### src/rtl/mult_seq_ctrl_if.sv
// Control bundle between a multiply requester/shift-and-add datapath and its sequencer.
// Master side = requester plus datapath status; slave side = the sequencer.
interface mult_seq_ctrl_if #(
  parameter int CNT_W = 4
);
  logic             start;
  logic             start_ack;
  logic             mult_lsb;
  logic             carry_in;
  logic             load;
  logic             shift_stop;
  logic             add_en;
  logic             fill_bit;
  logic [CNT_W-1:0] bit_idx;
  logic             busy;
  logic             result_valid;
  logic             result_ready;

  modport master (
    output start, mult_lsb, carry_in, result_ready,
    input  start_ack, load, shift_stop, add_en, fill_bit, bit_idx, busy, result_valid
  );

  modport slave (
    input  start, mult_lsb, carry_in, result_ready,
    output start_ack, load, shift_stop, add_en, fill_bit, bit_idx, busy, result_valid
  );
endinterface

### src/rtl/mult_seq_ctrl.sv
// Shift-and-add multiply sequencer: LOAD, then WIDTH x (EVAL [+ADD] + SHIFT), then DONE.
// Latency ack->valid = 2 + 2*WIDTH + popcount(multiplier); DONE holds until result_ready.
module mult_seq_ctrl #(
  parameter int WIDTH = 8,
  parameter int CNT_W = 4
) (
  input logic            clk,
  input logic            rst_n,
  mult_seq_ctrl_if.slave bus
);

  typedef enum logic [2:0] {
    IDLE  = 3'd0,
    LOAD  = 3'd1,
    EVAL  = 3'd2,
    ADD   = 3'd3,
    SHIFT = 3'd4,
    DONE  = 3'd5
  } state_t;

  localparam logic [CNT_W-1:0] LAST_IDX = CNT_W'(WIDTH - 1);
  localparam logic [CNT_W-1:0] FULL_IDX = CNT_W'(WIDTH);

  state_t           state, state_nxt;
  logic [CNT_W-1:0] idx_q, idx_nxt;
  logic             carry_q, carry_nxt;

  always_ff @(posedge clk or negedge rst_n) begin
    if (!rst_n) begin
      state   <= IDLE;
      idx_q   <= '0;
      carry_q <= 1'b0;
    end else begin
      state   <= state_nxt;
      idx_q   <= idx_nxt;
      carry_q <= carry_nxt;
    end
  end

  always_comb begin
    state_nxt        = state;
    idx_nxt          = idx_q;
    carry_nxt        = carry_q;
    bus.start_ack    = 1'b0;
    bus.load         = 1'b0;
    bus.shift_stop   = 1'b1;
    bus.add_en       = 1'b0;
    bus.fill_bit     = 1'b0;
    bus.busy         = 1'b0;
    bus.result_valid = 1'b0;
    case (state)
      IDLE: begin
        if (bus.start) begin
          bus.start_ack = 1'b1;
          state_nxt     = LOAD;
        end
      end
      LOAD: begin
        bus.load       = 1'b1;
        bus.shift_stop = 1'b0;
        bus.busy       = 1'b1;
        idx_nxt        = '0;
        carry_nxt      = 1'b0;
        state_nxt      = EVAL;
      end
      EVAL: begin
        bus.busy = 1'b1;
        if (bus.mult_lsb) begin
          state_nxt = ADD;
        end else begin
          carry_nxt = 1'b0;
          state_nxt = SHIFT;
        end
      end
      ADD: begin
        bus.busy   = 1'b1;
        bus.add_en = 1'b1;
        carry_nxt  = bus.carry_in;
        state_nxt  = SHIFT;
      end
      SHIFT: begin
        bus.busy       = 1'b1;
        bus.shift_stop = 1'b0;
        // Adder carry from this iteration becomes the accumulator's new MSB.
        bus.fill_bit   = carry_q;
        if (idx_q < FULL_IDX) begin
          idx_nxt = idx_q + CNT_W'(1);
        end
        state_nxt = (idx_q >= LAST_IDX) ? DONE : EVAL;
      end
      DONE: begin
        bus.result_valid = 1'b1;
        if (bus.result_ready) begin
          state_nxt = IDLE;
        end
      end
      default: state_nxt = IDLE;
    endcase
  end

  assign bus.bit_idx = idx_q;

endmodule
### src/flat_wrapper.sv
// flat-port wrapper written by rule: the top's interface ports become plain ports
module mult_seq_ctrl_flat 
#(
  parameter int WIDTH = 8,
  parameter int CNT_W = 4
)
  (clk, rst_n, bus_start, bus_mult_lsb, bus_carry_in, bus_result_ready, bus_start_ack, bus_load, bus_shift_stop, bus_add_en, bus_fill_bit, bus_bit_idx, bus_busy, bus_result_valid);
  mult_seq_ctrl_if #(.CNT_W(CNT_W)) bus_i ();
  input logic clk;
  input logic rst_n;
  input wire logic [$bits(bus_i.start)-1:0] bus_start;
  input wire logic [$bits(bus_i.mult_lsb)-1:0] bus_mult_lsb;
  input wire logic [$bits(bus_i.carry_in)-1:0] bus_carry_in;
  input wire logic [$bits(bus_i.result_ready)-1:0] bus_result_ready;
  output wire logic [$bits(bus_i.start_ack)-1:0] bus_start_ack;
  output wire logic [$bits(bus_i.load)-1:0] bus_load;
  output wire logic [$bits(bus_i.shift_stop)-1:0] bus_shift_stop;
  output wire logic [$bits(bus_i.add_en)-1:0] bus_add_en;
  output wire logic [$bits(bus_i.fill_bit)-1:0] bus_fill_bit;
  output wire logic [$bits(bus_i.bit_idx)-1:0] bus_bit_idx;
  output wire logic [$bits(bus_i.busy)-1:0] bus_busy;
  output wire logic [$bits(bus_i.result_valid)-1:0] bus_result_valid;
  assign bus_i.start = bus_start;
  assign bus_i.mult_lsb = bus_mult_lsb;
  assign bus_i.carry_in = bus_carry_in;
  assign bus_i.result_ready = bus_result_ready;
  assign bus_start_ack = bus_i.start_ack;
  assign bus_load = bus_i.load;
  assign bus_shift_stop = bus_i.shift_stop;
  assign bus_add_en = bus_i.add_en;
  assign bus_fill_bit = bus_i.fill_bit;
  assign bus_bit_idx = bus_i.bit_idx;
  assign bus_busy = bus_i.busy;
  assign bus_result_valid = bus_i.result_valid;
  mult_seq_ctrl #(.WIDTH(WIDTH), .CNT_W(CNT_W)) u_core (.clk(clk), .rst_n(rst_n), .bus(bus_i));
endmodule
### config.mk
export PLATFORM = sky130hd
export DESIGN_NAME = mult_seq_ctrl_flat
export DESIGN_NICKNAME = d
export VERILOG_FILES = /design/src/rtl/mult_seq_ctrl_if.sv /design/src/rtl/mult_seq_ctrl.sv /design/src/flat_wrapper.sv
export SDC_FILE = /design/constraint.sdc
export NUM_CORES = 1
export LEC_CHECK = 0
export CAP_MARGIN = 20
export CORE_AREA = 8 8 45 47
export CTS_BUF_LIST = sky130_fd_sc_hd__clkbuf_4 sky130_fd_sc_hd__clkbuf_8
export DETAILED_ROUTE_END_ITERATION = 8
export DIE_AREA = 0 0 53 55
export PLACE_DENSITY_LB_ADDON = 0.15
export SLEW_MARGIN = 20
export SYNTH_ARGS = -nofsm -noshare
export SYNTH_HDL_FRONTEND = slang
export SYNTH_SLANG_ARGS = --single-unit
### constraint.sdc
create_clock -name clk -period 1.5 [get_ports clk]
set_input_delay 0.375 -clock clk [delete_from_list [all_inputs] [get_ports clk]]
set_output_delay 0.375 -clock clk [all_outputs]
set_load 0.01 [all_outputs]
==> impl_metrics.json, run 1 <==
{
  "status": "finished, violations left",
  "violations": "setup timing",
  "hold_class": "in -> async",
  "syn_area_per_cell_um2": 10.40,
  "htree_levels": 1,
  "placed_area_um2": 798.3,
  "synth.distinct_cells": 35,
  "p_leak_nw": 0.4427,
  "grt_pass1_vias": 576,
  "drcViolationCount": 0,
  "critPathArrivalTime_ps": 1260,
  "drt-initial-drc-count": 11,
  "cts-hold-fix-buffers": 0,
  "nets": 99,
  "dieWidth_um": 53,
  "design_area_um2": 889.6,
  "dp_cells": 95,
  "cts-buffers-inserted": 3,
  "antenna_left": 0,
  "power_switching_share": 0.3830,
  "worst_slew_pin_slew_ps": 398.9,
  "synth_top_area_frac": 0.3563,
  "synth_top_area_cell": "dfrtp_1",
  "power_density_nw_per_um2": 2004,
  "hold_viol_final": 0,
  "firstDrtPassIters": 4,
  "setup_viol": 7,
  "layout_common_cells": "15 x buf_4, 6 x buf_2, 6 x buf_6, 5 x clkdlybuf4s50_1, 5 x dfrtp_1",
  "wire_per_inst_um": 13.90,
  "die_area_um2": 2915,
  "grt_pass1_wl_um": 2532,
  "ys.flop_type": "dfrtp_1",
  "slew_violations": 0,
  "grt-ovfl-total": 0,
  "cap_viol_max_count": 0,
  "ir_drop_uv": 918.1,
  "yosys-top-cells-area": "dfrtp_1 36%, buf_6 6.0%, a22o_1 4.7%, a211oi_2 4.5%, nor2b_1 3.3%",
  "final_core_util": 0.6429,
  "dp_hpwl_um": 1009,
  "final_common_cell": "buf_4",
  "startpoint_type": "flip-flop",
  "clock_latency_ps": 260,
  "synthesis.nets": 61,
  "cts-root-buf": "clkbuf_4",
  "period_share": 1.092,
  "p_int_mw": 1.100,
  "end_kind": "output pin",
  "grt_max_degree": 9,
  "fin_ws_ps": -138.3,
  "dp_worst_setup_slack_ps": -475.7,
  "io_buffers": 16,
  "critical_path_required_ps": 1120,
  "rows": 14,
  "rsz0062_at_grt": "true",
  "die_h_um": 55,
  "synth_edf_count": 0,
  "clk_pin_slew_ps": 60,
  "fmax_ghz": 0.6104,
  "rr_worst_depth": 6,
  "dr_total_vias": 542,
  "cts_tree": "built",
  "start_util": 0.4060,
  "p_sw_uw": 682.7,
  "path_class": "reg -> out",
  "seq_area_frac_synth": 0.3563,
  "antenna_found_initial": 0,
  "synthCells": 54,
  "grt.total_usage": 0.1214,
  "power.share.sequential": 0.202,
  "wl_um": 1473,
  "final_cells": 106,
  "ioPinCount": 17,
  "pwr-share-clk": 0.099,
  "vias_per_cell": 5.113,
  "slew_headroom": 0.7332,
  "core_region_area_um2": 1384,
  "path_max_fanout": 4,
  "insertedDiodeCount": 0,
  "ys_warn_count": 0,
  "synth_seq_cells": 8,
  "clk_path_buf_depth": 2,
  "worst_r2r_endpoint": "u_core.state[0]",
  "place_congestion": 0.8106,
  "netlist_area_um2": 561.8,
  "async_flop_share": 1.000,
  "period_minus_slack_ps": 1638,
  "fillers": 126,
  "drive_above_1_share": 0.4778,
  "reg2reg_slack_ps": 100,
  "cts_sinks": 8,
  "p_comb_frac": 0.699,
  "total_power_mw": 1.783,
  "worstReg2RegStart": "u_core.state[0]",
  "clock_skew_ps": 2.070,
  "area_growth_pct": 58.35
}
[Yosys cell counts, types with 2 or more instances]
cell type,n
dfrtp_1,8
a22o_1,3
buf_6,3
nand2_1,3
nor2b_1,3
a211oi_2,2
nand2b_1,2
nor2_1,2
o21bai_1,2
[power by group through the flow]
stage	Combinational, mW	Clock (mW)	Sequential, mW
floorplan	0.620	0	0.379
detailed placement	1.05	0	0.404
global placement	1.04	0	0.403
global route	1.37	0.205	0.372
CTS	1.22	0.185	0.356
finish	1.25	0.177	0.359
[final cells by class]
type | count | area [um^2] | share of cell area
Multi-Input combinational cell | 40 | 320.3 | 0.3601
Timing Repair Buffer | 37 | 315.3 | 0.3544
Sequential cell | 8 | 203.9 | 0.2293
Clock buffer | 3 | 22.52 | 0.02532
Tap cell | 16 | 20.02 | 0.02250
Inverter | 2 | 7.507 | 0.008439
[what timing repair did]
action	4_1_cts	5_1_grt
pin swaps	6	1
endpoints found under the setup margin	11	7
resized for setup	40	3
setup buffers	8	0
[sequential cells by signal (all words and copies together) (netlist names)]
register	flops
u_core.bus.bit_idx	4
u_core.carry_q	1
u_core.state	3
[metal layers]
layer  global-route usage  routed length (um)  vias up
met3              0.04011                  72        4
met1               0.1279                 649      254
met5                    0                   0        -
met2               0.1934                 705       14
li1                     -                   -      270
met4               0.1034                  45        0
[critical path, cell delays in order (launching register included)]
cell and delay [ps]:
dfrtp_2 420, buf_6 130, and2b_4 240, and2_4 130, buf_6 90
[worst max-delay path by stage]
stage | startpoint | to
global placement | bus_start | bus_start_ack
finish | u_core.state[1] | bus_result_valid
detailed placement | bus_start | bus_start_ack
floorplan | u_core.state[0] | bus_start_ack
global route | u_core.state[1] | bus_result_valid
CTS | u_core.state[1] | bus_result_valid
[metrics by stage]
stage / TNS (ps) / hold slack (ps)
6_report: -560.7 / 402.7
2_1_floorplan: 0 / 79.41
4_1_cts: -564.1 / 407.9
3_3_place_gp: -1878 / 478.9
3_5_place_dp: -1919 / 486.4
5_1_grt: -1012 / 430.9
[logic make-up after synthesis]
| family | synth area share |
|---|---|
| muxes | 0.01782 |
| xor gates and xnor gates | 0.03119 |
| adders and majority gates | 0.02227 |
| buffers and inverters | 0.08685 |
| DFF | 0.3563 |
| and+or+nand+nor | 0.2495 |
| AOI/OAI and AO/OA | 0.2361 |
No activity file was read; power rests on OpenSTA's default activity.
==> run 2: changes to the inputs <==
--- a/config.mk
+++ b/config.mk
@@ -6,11 +6,11 @@
 export NUM_CORES = 1
 export LEC_CHECK = 0
 export CAP_MARGIN = 20
-export CORE_AREA = 8 8 45 47
+export CORE_MARGIN = 8
+export CORE_UTILIZATION = 42
 export CTS_BUF_LIST = sky130_fd_sc_hd__clkbuf_4 sky130_fd_sc_hd__clkbuf_8
 export DETAILED_ROUTE_END_ITERATION = 8
-export DIE_AREA = 0 0 53 55
-export PLACE_DENSITY_LB_ADDON = 0.15
+export PLACE_DENSITY = 0.8
 export SLEW_MARGIN = 20
 export SYNTH_ARGS = -nofsm -noshare
 export SYNTH_HDL_FRONTEND = slang
==> constraint.sdc (replaced) <==
create_clock -name clk -period 1.45 [get_ports clk]
set_input_delay 0.3625 -clock clk [delete_from_list [all_inputs] [get_ports clk]]
set_output_delay 0.3625 -clock clk [all_outputs]
set_load 0.01 [all_outputs]
==> impl_metrics.json, run 2 (synthesis results as in run 1) <==
{
  "clk_path_buf_depth": 2,
  "grt_pass1_vias": 594,
  "final_cells": 109,
  "rr_worst_depth": 6,
  "ioPinCount": 17,
  "place_congestion": 0.7650,
  "cts-root-buf": "clkbuf_4",
  "insertedDiodeCount": 0,
  "die_h_um": 52.58,
  "grt-ovfl-total": 0,
  "nets": 103,
  "p_leak_nw": 0.4673,
  "cts-buffers-inserted": 3,
  "final_common_cell": "buf_4",
  "drt-initial-drc-count": 14,
  "critical-path-top-delay-family": "flip-flops",
  "htree_levels": 1,
  "cap_viol_max_count": 0,
  "die_area_um2": 2764,
  "end_kind": "output pin",
  "drive_above_1_share": 0.5000,
  "clock_skew_ps": 2.645,
  "layout_common_cells": "15 x buf_4, 11 x buf_6, 6 x buf_2, 6 x dfrtp_1, 5 x clkdlybuf4s50_1",
  "critical_path_required_ps": 1090,
  "slew_headroom": 0.7479,
  "antenna_found_initial": 0,
  "worstReg2RegStart": "u_core.state[1]",
  "vias_per_cell": 5.394,
  "crit_start": "u_core.state[1]",
  "path_max_fanout": 4,
  "slew_violations": 0,
  "dr_total_vias": 588,
  "clk_pin_slew_ps": 50,
  "crit_chain": "buf_6 -> buf_6 -> nor3b_4 -> buf_2",
  "status": "finished, violations left",
  "p_int_mw": 1.214,
  "drcViolationCount": 0,
  "area_growth_pct": 66.82,
  "pwr-share-clk": 0.088,
  "critPathArrivalTime_ps": 1290,
  "firstDrtPassIters": 4,
  "dp_hpwl_um": 1140,
  "largest_reg_flops": 4,
  "worst-path-buf-inv": 3,
  "worst_slew_pin_slew_ps": 376.9,
  "p_comb_frac": 0.723,
  "setup_viol": 7,
  "path_common_cell": "buf_6",
  "power.share.sequential": 0.189,
  "cts_tree": "built",
  "power_switching_share": 0.3864,
  "placed_area_um2": 812.0,
  "dp_cells": 96,
  "power_density_nw_per_um2": 2112,
  "hold_class": "in -> async",
  "total_power_mw": 1.979,
  "p_sw_uw": 764.7,
  "grt.total_usage": 0.1315,
  "violations": "setup timing",
  "fillers": 86,
  "crit_slowest_cell": "dfrtp_2",
  "wire_per_inst_um": 15.40,
  "ir_drop_uv": 1060,
  "period_minus_slack_ps": 1656,
  "start_util": 0.4428,
  "clock_latency_ps": 260,
  "hold_viol_final": 0,
  "rows": 13,
  "cts_sinks": 8,
  "design_area_um2": 937.1,
  "cp.depth": 4,
  "path_class": "reg -> out",
  "core_region_area_um2": 1269,
  "fmax_ghz": 0.6037,
  "fin_ws_ps": -206.5,
  "antenna_left": 0,
  "io_buffers": 16,
  "period_share": 1.142,
  "startpoint_type": "flip-flop",
  "grt_max_degree": 9,
  "cpPeakStageDelay_ps": 430,
  "rsz0062_at_grt": "true",
  "grt_pass1_wl_um": 2684,
  "wl_um": 1679,
  "dieWidth_um": 52.58
}
## run 2: cell types whose count changed in the layout (fill, tap and decap cells not counted)
cell,change
xor2_2,+1
nor3b_4,+1
xor2_1,-1
dfrtp_2,-1
nor3b_2,-1
buf_6,+5
buf_12,-1
dfrtp_1,+1
## run 2: layer usage
metal / global-route usage / part of all wire / vias to the layer above
met5: 0 / 0 / -
met4: 0.1034 / 0.035 / 0
li1: - / - / 280
met3: 0.02273 / 0.045 / 6
met1: 0.1440 / 0.43 / 285
met2: 0.2174 / 0.49 / 17
## run 2: path summary, 6_finish.rpt
kind	slack, ps	end
max	-210	bus_load
min reg2reg	500	u_core.carry_q
max reg2reg	50	u_core.carry_q
min	390	u_core.carry_q
min in group clk	500	u_core.carry_q
max in group asynchronous	770	u_core.state[0]
## run 2: worst reg2reg max path: stages (launching register included)
cell and delay [ps]:
dfrtp_2 430, buf_6 120, buf_6 100, and3b_1 160, buf_4 130, buf_4 120
a22o_1 220
## run 2: cell type report
class | instances | area, um^2 | area share
multi-input combinational | 40 | 334.1 | 0.3565
tap | 15 | 18.77 | 0.02003
inverter | 2 | 7.507 | 0.008011
clock buffer | 3 | 22.52 | 0.02403
sequential | 8 | 202.7 | 0.2163
timing repair buffer | 41 | 351.6 | 0.3752
## run 2: timing repair
item                       in CTS  in global routing
buffers inserted                8                  3
pin swaps                       5                  3
gates resized for setup        39                 12
hold buffers                    0                  0
setup endpoints to repair      11                  7
## run 2: through the flow
step / hold slack (ps) / TNS, ps / util / setup WS (ps)
CTS: 392.3 / -1145 / 0.6913 / -213.5
detailed placement: 483.6 / -2229 / 0.6400 / -536.2
global route: 407.6 / -1420 / 0.7387 / -267.0
finish: 386.1 / -1027 / 0.7387 / -206.5
floorplan: 66.91 / 0 / - / 133.3
global placement: 480.3 / -2084 / 0.6400 / -494.1
## run 2: power by group through the flow
stage               combinational [mW]  clock [mW]  sequential, mW
floorplan                        0.641           0           0.392
global placement                  1.10           0           0.416
detailed placement                1.14           0           0.420
CTS                               1.28       0.177           0.364
global route                      1.54       0.194           0.384
finish                            1.43       0.174           0.374
